$ cat src/rtl/carregador_matriz_pkg.sv
// ----------------------------------------------------------------------------
// carregador_matriz_pkg : shared constants and loader state encodings
// Rev 1.0
// ----------------------------------------------------------------------------
`default_nettype none

package carregador_matriz_pkg;

    localparam int N_ELEM         = 25;
    localparam int LARGURA_ELEM   = 8;
    localparam int LARGURA_MATRIZ = N_ELEM * LARGURA_ELEM;
    localparam int LARGURA_END    = 3;

    typedef enum logic [1:0] {
        OCIOSO = 2'd0,
        RECEBE = 2'd1,
        GRAVA  = 2'd2,
        FIM    = 2'd3
    } estado_t;

endpackage

`default_nettype wire

$ cat src/rtl/carregador_matriz.sv
// ----------------------------------------------------------------------------
// carregador_matriz : packs a 5x5 byte stream into one RAM word per matrix
// Rev 1.0
// ----------------------------------------------------------------------------
`default_nettype none

module carregador_matriz #(
    parameter int LARGURA_ELEM = 8,
    parameter int N_ELEM       = 25,
    parameter int LARGURA_END  = 3
) (
    input  logic                             clock,
    input  logic                             reset,
    input  logic                             iniciar,
    input  logic [LARGURA_END-1:0]           endereco_base,
    input  logic [1:0]                       n_matrizes,
    input  logic                             byte_valido,
    input  logic [LARGURA_ELEM-1:0]          byte_dado,
    output logic                             byte_pronto,
    output logic [LARGURA_END-1:0]           mem_endereco,
    output logic [N_ELEM*LARGURA_ELEM-1:0]   mem_dado,
    output logic                             mem_escrita,
    output logic                             ocupado,
    output logic                             concluido
);

    import carregador_matriz_pkg::*;

    localparam int LARGURA_BUF = N_ELEM * LARGURA_ELEM;
    localparam int IDX_W       = $clog2(N_ELEM);
    localparam logic [IDX_W-1:0] ULTIMO = IDX_W'(N_ELEM - 1);

    estado_t                  estado, estado_prox;
    logic [IDX_W-1:0]         idx, idx_prox;
    logic [LARGURA_BUF-1:0]   buffer, buffer_prox;
    logic [LARGURA_END-1:0]   end_atual, end_prox;
    logic [2:0]               restantes, rest_prox;
    logic [LARGURA_BUF-1:0]   dado_prox;
    logic [LARGURA_END-1:0]   endm_prox;

    always_comb begin
        estado_prox = estado;
        idx_prox    = idx;
        buffer_prox = buffer;
        end_prox    = end_atual;
        rest_prox   = restantes;
        dado_prox   = mem_dado;
        endm_prox   = mem_endereco;

        case (estado)
            OCIOSO: begin
                if (iniciar) begin
                    end_prox    = endereco_base;
                    rest_prox   = (n_matrizes == 2'd0) ? 3'd4 : {1'b0, n_matrizes};
                    idx_prox    = '0;
                    buffer_prox = '0;
                    estado_prox = RECEBE;
                end
            end
            RECEBE: begin
                if (byte_valido && byte_pronto) begin
                    buffer_prox[LARGURA_ELEM*int'(idx) +: LARGURA_ELEM] = byte_dado;
                    if (idx == ULTIMO) begin
                        // Latch the completed word so the RAM sees it with the write strobe.
                        idx_prox    = '0;
                        dado_prox   = buffer_prox;
                        endm_prox   = end_atual;
                        estado_prox = GRAVA;
                    end else begin
                        idx_prox = idx + 1'b1;
                    end
                end
            end
            GRAVA: begin
                rest_prox = restantes - 3'd1;
                if (restantes > 3'd1) begin
                    end_prox    = end_atual + 1'b1;
                    idx_prox    = '0;
                    buffer_prox = '0;
                    estado_prox = RECEBE;
                end else begin
                    estado_prox = FIM;
                end
            end
            FIM: begin
                estado_prox = OCIOSO;
            end
            default: begin
                estado_prox = OCIOSO;
            end
        endcase
    end

    always_ff @(posedge clock) begin
        if (reset) begin
            estado       <= OCIOSO;
            idx          <= '0;
            buffer       <= '0;
            end_atual    <= '0;
            restantes    <= '0;
            mem_dado     <= '0;
            mem_endereco <= '0;
            byte_pronto  <= 1'b0;
            mem_escrita  <= 1'b0;
            ocupado      <= 1'b0;
            concluido    <= 1'b0;
        end else begin
            estado       <= estado_prox;
            idx          <= idx_prox;
            buffer       <= buffer_prox;
            end_atual    <= end_prox;
            restantes    <= rest_prox;
            mem_dado     <= dado_prox;
            mem_endereco <= endm_prox;
            // Outputs are decoded from the next state so they change with the state itself.
            byte_pronto  <= (estado_prox == RECEBE);
            mem_escrita  <= (estado_prox == GRAVA);
            ocupado      <= (estado_prox != OCIOSO);
            concluido    <= (estado_prox == FIM);
        end
    end

endmodule

`default_nettype wire

$ cat config.mk
export PLATFORM = sky130hd
export DESIGN_NAME = carregador_matriz
export DESIGN_NICKNAME = d
export VERILOG_FILES = /design/src/rtl/carregador_matriz_pkg.sv /design/src/rtl/carregador_matriz.sv
export SDC_FILE = /design/constraint.sdc
export NUM_CORES = 1
export LEC_CHECK = 0
export ABC_CLOCK_PERIOD_IN_PS = 3900
export BUFFER_PORTS_ARGS = -buffer_cell sky130_fd_sc_hd__buf_2
export CORE_MARGIN = 5
export CORE_UTILIZATION = 57
export DETAILED_ROUTE_END_ITERATION = 8
export GPL_ROUTABILITY_DRIVEN = 0
export GPL_TIMING_DRIVEN = 1
export HOLD_SLACK_MARGIN = 0.02
export PLACE_DENSITY = 0.79
export SETUP_SLACK_MARGIN = 0.5
export SLEW_MARGIN = 25
export SYNTH_ARGS = -nofsm -noshare
export SYNTH_HDL_FRONTEND = slang
export SYNTH_SLANG_ARGS = --single-unit
$ cat constraint.sdc
create_clock -name clock -period 3.9 [get_ports clock]
set_input_delay 0.78 -clock clock [delete_from_list [all_inputs] [get_ports clock]]
set_output_delay 0.78 -clock clock [all_outputs]
set_load 0.02 [all_outputs]
==> flow_summary.ini, run 1 <==
[logic_synthesis]
syn_avg_cell_area_um2 = 8.70
synthArstFlopShare_pct = 0
synth_ff_type = dfxtp_1
synth-seq-cells = 420
postSynthCellCount = 1835
synth_top_area_share_pct = 52.7
syn_area_um2 = 16000
seq_area_frac_synth_pct = 52.7
synth_edf_count = 0
yosys_warnings = 0
synth_cell_types = 72
yosysTopAreaCell = dfxtp_1
yosys-top-cells-area = dfxtp_1, nor2_1, nand2_1
synth_nets = 1857

[clock_tree]
cts_buffers = 42
insertion_delay_ns = 0.54
htreeDepth = 2
clk_pin_slew_ns = 0.06
cts_setup_buffers = 0
cts_resized = 3
cts_tree = done
cts_root_buf = clkbuf_16
cts_buffer_depth = 3
cts_hold_buffers = 0
clock-sinks = 420

[timing]
whs_ns = 0.453
fin_crit_sh_pct = 82.5
period_needed_ns = 3.22
max_freq_ghz = 0.311
fin_skew_ns = 0.0139
final_max_slew_viol_count = 0
finalSetupViolations = 0
finalHoldViolations = 0
rsz0062_at_grt = no
worst_pin_slew_ns = 0.975
relSlewSlack_pct = 35.0
fin_tns_setup_ns = 0

[critical_path]
critPathKind = reg2reg
critPathTopFamily = simple AND/OR/NAND/NOR gates
slowest_delay_ns = 0.46
cp_cell_sequence = inv_1 -> ha_2 -> nand2b_1 -> nor2_1 -> ha_1 -> or2_0 -> buf_4 -> nor4_2 -> nand3_2 -> a21o_2 -> o2bb2ai_1
crit_required_ns = 4.32
crit_slowest_cell = dfxtp_2
cp-end-kind = flip-flop
critPathLaunchType = flip-flop
path_buf_inv = 2
critPathMaxFanout = 15
arrival_ns = 3.63

[final_layout]
drive_gt1_share_pct = 18.2
areaGrowthSynthToFinish_pct = 17.6
layout_common_cells = dfxtp_1, nor2_1, nand2_1
nNetsFinal = 2028
final_common_cell = dfxtp_1
antenna_cells = 0

[route]
final_antenna_net_count = 0
wl_per_cell_um = 20.5
drc = 0
vias_per_cell = 6.19
via_count = 14900
dr.pass1.iters = 5
wirelength_um = 49500
drt_first_iter_violations = 1926

[floorplanning]
core_um2 = 27700
ios = 224
start_util_pct = 57.6
rows = 61
die_h_um = 177
die-area_um2 = 31500
die_w_um = 177

[power]
p_per_area_nw_per_um2 = 475
p_leak_nw = 7.49
vdd_drop_max_v = 0.000402

[placed_design]
dpl.hpwl_um = 33600
numPortBuffers = 223

[global_route]
track_usage_pct = 30.3
grt_max_degree = 123
antenna_found_initial = 0
grt_pass1_vias = 14000
grt_pass1_wl_um = 76800
overflow = 0

[flow_run]
drv_cap = 0

[min_path]
worst_hold_path_type = reg2reg

[outcome]
status = completed
-- state kept, by name, summed over array words and instances (netlist names) --
name and flops:
mem_dado 200, estado 2, ocupado 1, buffer 200
restantes 3, idx 5, mem_endereco 3, mem_escrita 1
end_atual 3, concluido 1, byte_pronto 1
-- per-stage QoR --
stage / std cells / area (um^2) / setup slack (ns) / power (mW) / utilization, %
finish: 2415 / 18800 / 0.684 / 8.91 / 67.8
global route: 2415 / 18800 / 0.503 / 9.15 / 67.8
CTS: 2415 / 18800 / 0.604 / 8.89 / 67.7
detailed placement: 2340 / 17300 / 0.381 / 4.87 / 62.6
global placement: 2340 / 17300 / 0.486 / 4.86 / 62.5
floorplan: 1835 / 16000 / 0.621 / 4.70 / -
-- final cells by class --
cell class                 count  area (um^2)
tap                          378          473
sequential                   420         8410
clock buffer                  61         1280
inverter                      13         48.8
timing repair buffer         269         1490
fill                        2256         8930
multi-input combinational   1260         6930
clock inverter                14          143
-- power by group --
part	total (mW)	switching (mW)	internal [mW]	leakage (nW)
Sequential	4.31	0.0111	4.30	3.38
Clock	4.10	1.69	2.42	0.707
Combinational	0.498	0.395	0.103	3.40
-- cell usage after synthesis (7+ instances only) --
master	n
clkbuf_1	97
nor2b_1	9
o21ai_1	13
a22o_1	50
and3_1	9
a21oi_1	148
a32oi_1	9
mux2i_1	11
buf_1	7
nand3_1	40
o21ai_0	127
buf_2	30
nand2b_1	9
a32o_1	31
nand4_1	10
and2_1	17
o22ai_1	13
o2bb2ai_1	37
o211ai_1	7
nand2_1	242
dfxtp_1	420
inv_1	13
nor4_1	11
a311oi_1	19
a211oi_1	19
nor2_1	247
nor3_1	90
-- layer usage --
| metal | track usage, % | share of wire [%] | wire [um] |
|---|---|---|---|
| met4 | 11.8 | 4.1 | 2050 |
| met1 | 40.8 | 40 | 19900 |
| met2 | 47.3 | 45 | 22200 |
| met5 | 0 | 0 | 0 |
| met3 | 7.39 | 11 | 5290 |
-- worst min-delay path: cells and delay by family (launching register included) --
| kind | cells | cell delay, ns |
|---|---|---|
| AO/OA/AOI/OAI | 1 | 0.05 |
| flip-flops | 1 | 0.31 |
| AND/OR/NAND/NOR | 1 | 0.05 |
-- kinds of logic (layout without fill, tap and decap cells) --
logic type,after synthesis,in the layout,synth area share (%)
DFF,420,420,52.7
AOI/OAI and AO/OA,523,523,21.9
muxes,12,12,0.760
adders and majority gates,5,5,0.392
xor gates and xnor gates,6,6,0.423
and+or+nand+nor,714,714,19.8
buffers and inverters,155,357,4.14
-- worst paths after layout --
path / from / end / slack [ns] / cells after the start
min: mem_dado[159] / mem_dado[159] / 0.45 / 2
max reg2reg: idx[0] / buffer[162] / 0.68 / 11
min reg2reg: mem_dado[159] / mem_dado[159] / 0.45 / 2
max: idx[0] / buffer[162] / 0.68 / 11
(Power assumes the default switching activity.)
==> run 2, diff against run 1 <==
--- a/config.mk
+++ b/config.mk
@@ -5,7 +5,7 @@
 export SDC_FILE = /design/constraint.sdc
 export NUM_CORES = 1
 export LEC_CHECK = 0
-export ABC_CLOCK_PERIOD_IN_PS = 3900
+export ABC_CLOCK_PERIOD_IN_PS = 3050
 export BUFFER_PORTS_ARGS = -buffer_cell sky130_fd_sc_hd__buf_2
 export CORE_MARGIN = 5
 export CORE_UTILIZATION = 57
==> constraint.sdc (replaced) <==
create_clock -name clock -period 3.05 [get_ports clock]
set_input_delay 0.61 -clock clock [delete_from_list [all_inputs] [get_ports clock]]
set_output_delay 0.61 -clock clock [all_outputs]
set_load 0.02 [all_outputs]
==> run 2 against run 1 <==
Clock power increased by 26%; fmax is 24% higher; core utilization grew 2.0 points; flip-flop and latch count stayed put; global-route usage grew 1.2 points; final area is 2.9% higher; hold slack got worse by 0.11 ns; via count is 2.1% higher; sequential share of layout area decreased by 1.2 points; register-to-register slack got worse by 0.23 ns; power increased by 28%; critical path type unchanged; largest cell class unchanged.
==> flow_summary.ini, run 2 (synthesis gave the netlist of run 1 again) <==
[outcome]
status = completed

[timing]
relSlewSlack_pct = 41.3
period_needed_ns = 2.60
fin_tns_setup_ns = 0
finalSetupViolations = 0
fin_skew_ns = 0.0156
rsz0062_at_grt = yes
final_max_slew_viol_count = 0
fin_crit_sh_pct = 85.2
whs_ns = 0.343
finalHoldViolations = 0
worst_pin_slew_ns = 0.875
max_freq_ghz = 0.385

[floorplanning]
start_util_pct = 57.6
die_w_um = 177
rows = 61
core_um2 = 27700
die-area_um2 = 31500
ios = 224
die_h_um = 177

[route]
vias_per_cell = 6.21
wl_per_cell_um = 21.2
dr.pass1.iters = 6
final_antenna_net_count = 0
via_count = 15300
drc = 0
drt_first_iter_violations = 2018
wirelength_um = 52100

[final_layout]
antenna_cells = 0
design_area_um2 = 19300
final_common_cell = dfxtp_1
reg_top3 = buffer (200), mem_dado (200), idx (5)
areaGrowthSynthToFinish_pct = 21.0
fillers = 2159
drive_gt1_share_pct = 21.4
layout_common_cells = dfxtp_1, nor2_1, nand2_1
nNetsFinal = 2070

[clock_tree]
insertion_delay_ns = 0.54
htreeDepth = 2
clock-sinks = 420
cts_root_buf = clkbuf_16
cts_hold_buffers = 0
cts_buffers = 42
clk_pin_slew_ns = 0.06
cts_buffer_depth = 3
cts_tree = done

[critical_path]
critPathLaunchType = flip-flop
cp-end-kind = flip-flop
r2r-end = buffer[17]
crit_required_ns = 3.47
rrSetupSlack_ns = 0.45
startpoint = idx[3]
reg2reg_depth = 6
critPathMaxFanout = 17
arrival_ns = 3.02
critPathKind = reg2reg
r2r-start = idx[3]

[min_path]
worst_hold_path_type = in2reg
holdPathStages = 3
min_from = endereco_base[0]
hold_path_end = end_atual[0]

[placed_design]
place_area_um2 = 17600
dpl.hpwl_um = 34800
numPortBuffers = 223

[global_route]
grt_pass1_wl_um = 79300
grt_pass1_vias = 14500
antenna_found_initial = 2
overflow = 0
grt_max_degree = 97
track_usage_pct = 31.5

[power]
p_leak_nw = 7.73
vdd_drop_max_v = 0.000408
p_per_area_nw_per_um2 = 591

[flow_run]
drv_cap = 0
-- run 2: cell types whose count changed in the layout (fill, tap and decap cells not counted), sizes merged --
cell,before,now
bufinv,2,3
clkbuf,61,64
or4,3,4
buf,269,309
clkinvlp,0,3
or2,3,4
clkinv,11,4
-- run 2: layout make-up --
type,count,area [um^2],area share [%]
Multi-Input combinational cell,1262,7190,37.2
Tap cell,378,473,2.45
Inverter,13,51.3,0.266
Clock buffer,64,1230,6.39
Clock inverter,11,145,0.751
Sequential cell,420,8410,43.6
Timing Repair Buffer,309,1810,9.39
-- run 2: how the worst max path moves through the flow --
stage / endpoint / cells after the start
floorplan: buffer[190] / 13
global placement: buffer[146] / 10
detailed placement: buffer[149] / 10
CTS: mem_dado[182] / 10
global route: mem_dado[74] / 11
finish: buffer[17] / 6
-- run 2: worst max-delay path, cell delays in order (launching register included) --
cell,delay [ns]
dfxtp_1,0.39
buf_4,0.25
or3b_1,0.38
o21a_1,0.29
a21oi_1,0.42
o21ai_1,0.41
a22o_1,0.34
-- run 2: per-layer routing --
layer / vias to the layer above / GRT usage [%] / share of wire (%)
met5: - / 0 / 0.048
met4: 4 / 12.8 / 4.2
met3: 163 / 7.01 / 11
met2: 934 / 48.4 / 45
met1: 7231 / 43.3 / 40
li1: 6931 / - / -
-- run 2: metrics by stage --
stage | setup WS (ns) | util, % | power [mW] | std cells
2_1_floorplan | 0.125 | - | 6.04 | 1835
3_3_place_gp | 0.253 | 63.5 | 6.27 | 2367
3_5_place_dp | 0.125 | 63.5 | 6.28 | 2367
4_1_cts | 0.506 | 68.9 | 11.4 | 2448
5_1_grt | 0.428 | 69.7 | 11.7 | 2457
6_report | 0.450 | 69.7 | 11.4 | 2457
-- run 2: power breakdown --
group | leakage [nW] | total (mW) | switching, mW | internal (mW)
logic | 3.68 | 0.747 | 0.553 | 0.193
registers | 3.38 | 5.51 | 0.0100 | 5.50
clock network | 0.666 | 5.16 | 2.11 | 3.05
-- run 2: timing repair --
item | CTS | global route
resized for setup | 17 | 33
endpoints found under the hold margin | 0 | 0
pin swaps | 6 | 12
endpoints found under the setup margin | 280 | 148
buffers inserted | 5 | 8
gates cloned | 1 | 1
==> run 3, diff against run 2 <==
--- a/config.mk
+++ b/config.mk
@@ -14,7 +14,6 @@
 export GPL_TIMING_DRIVEN = 1
 export HOLD_SLACK_MARGIN = 0.02
 export PLACE_DENSITY = 0.79
-export SETUP_SLACK_MARGIN = 0.5
 export SLEW_MARGIN = 25
 export SYNTH_ARGS = -nofsm -noshare
 export SYNTH_HDL_FRONTEND = slang
==> run 3 against run 2 <==
Power is 2.5% lower; critical path depth rose by 6; setup slack worse by 0.29 ns; clock-buffer cell count grew 2; sequential power hardly changed; global-route usage down 1.1 points; core utilization is 1.3 points lower; via count down 0.86%; non-clock buffer count fell by 6; first-iteration DRC count decreased by 9.0%; largest cell class unchanged.
==> flow_summary.ini, run 3 (synthesis gave the netlist of run 1 again) <==
[outcome]
status = completed

[timing]
fin_tns_setup_ns = 0
worst_pin_slew_ns = 0.983
finalHoldViolations = 0
final_max_slew_viol_count = 0
period_needed_ns = 2.89
fin_skew_ns = 0.0118
fin_crit_sh_pct = 94.8
relSlewSlack_pct = 34.5
rsz0062_at_grt = no
finalSetupViolations = 0
max_freq_ghz = 0.346

[clock_tree]
htreeDepth = 2
cts_tree = done
cts_buffers = 41
clock-sinks = 420
cts_hold_buffers = 0
cts_root_buf = clkbuf_16
clk_pin_slew_ns = 0.06
insertion_delay_ns = 0.53
cts_buffer_depth = 3

[final_layout]
drive_gt1_share_pct = 19.0
final_common_cell = dfxtp_1
nNetsFinal = 2061
reg_top3 = buffer (200), mem_dado (200), idx (5)
stdcell_count = 2446
layout_common_cells = dfxtp_1, nor2_1, nand2_1
areaGrowthSynthToFinish_pct = 18.7
antenna_cells = 0

[critical_path]
rrSetupSlack_ns = 0.16
path_buf_inv = 3
crit_slowest_cell = a21o_1
arrival_ns = 3.30
cp_cell_sequence = inv_1 -> ha_2 -> nand2b_4 -> nor2_1 -> ha_1 -> or2_0 -> buf_4 -> nor4_2 -> buf_4 -> nand3_2 -> a21o_1 -> o2bb2ai_1
crit_top_cell = buf_4
critPathTopFamily = simple AND/OR/NAND/NOR gates
critPathMaxFanout = 9
cp.depth = 12
crit_end = buffer[165]
r2r-start = idx[0]
crit_required_ns = 3.46
startpoint = idx[0]
critPathKind = reg2reg
r2r-end = buffer[165]
cp-end-kind = flip-flop
critPathLaunchType = flip-flop
slowest_delay_ns = 0.39
reg2reg_depth = 12

[placed_design]
dpl.hpwl_um = 34600
numPortBuffers = 223
placed_cells = 2374

[route]
final_antenna_net_count = 0
wl_per_cell_um = 20.1
dr_wl_met2_um = 21700
wl_met3_um = 5550
wl_met1_um = 20100
via_count = 15100
top_layer = met4
drc = 0
wirelength_um = 49200
drt_first_iter_violations = 1837
vias_per_cell = 6.19
dr.pass1.iters = 6

[global_route]
grt_pass1_vias = 14500
antenna_found_initial = 0
grt_max_degree = 113
overflow = 0
track_usage_pct = 30.4
grt_pass1_wl_um = 77600

[floorplanning]
rows = 61
ios = 224
die-area_um2 = 31500
core_um2 = 27700
start_util_pct = 57.6
die_h_um = 177
die_w_um = 177

[power]
p_per_area_nw_per_um2 = 587
p_leak_nw = 7.61
design_power_total_mw = 11.1
vdd_drop_max_v = 0.000384

[flow_run]
drv_cap = 0

[min_path]
worst_hold_path_type = in2reg
run 3: per-layer routing:
metal	up-vias	track usage, %
li1	6913	-
met1	7161	41.7
met2	910	47.0
met3	147	6.69
met4	0	12.3
met5	-	0
run 3: metrics by stage:
stage / hold slack (ns) / setup slack [ns] / utilization [%] / cell area (um^2)
2_1_floorplan: 0.425 / 0.00914 / - / 16000
3_3_place_gp: 0.437 / 0.190 / 63.6 / 17600
3_5_place_dp: 0.441 / 0.0742 / 63.6 / 17600
4_1_cts: 0.334 / 0.0341 / 68.4 / 18900
5_1_grt: 0.366 / 0.0234 / 68.4 / 19000
6_report: 0.343 / 0.157 / 68.4 / 19000
run 3: layout make-up:
cell class                 count  area (um^2)
clock inverter                 6         58.8
clock buffer                  66         1250
multi-input combinational   1260         6930
timing repair buffer         303         1780
fill                        2225         8750
sequential                   420         8410
inverter                      13         48.8
tap                          378          473
run 3: how the worst min path moves through the flow:
stage                startpoint             to  slack [ns]  cells past startpoint
2_1_floorplan       buffer[184]    buffer[184]        0.42                      2
3_3_place_gp      mem_dado[159]  mem_dado[159]        0.44                      2
3_5_place_dp          buffer[4]      buffer[4]        0.44                      1
4_1_cts        endereco_base[1]   end_atual[1]        0.33                      3
5_1_grt        endereco_base[1]   end_atual[1]        0.37                      3
6_report       endereco_base[0]   end_atual[0]        0.34                      3
run 3: timing repair:
action / 4_1_cts / 5_1_grt
gates resized for setup: 0 / 3
buffers inserted: 0 / 0
hold endpoints to repair: 0 / 0
setup endpoints to repair: 0 / 54
run 3: worst register-to-register path: cells and delay by family, from the launching register on:
kind	cells	cell delay (ns)
and+or+nand+nor	5	0.86
buffers and inverters	3	0.51
DFF	1	0.32
adders and majority gates	2	0.52
AOI/OAI and AO/OA	2	0.57
run 3: report_power, final:
part           leakage, nW  total, mW  internal [mW]  switching [mW]
combinational         3.58      0.682          0.168           0.514
sequential            3.38       5.50           5.50         0.00882
clock                0.645       4.94           2.89            2.05
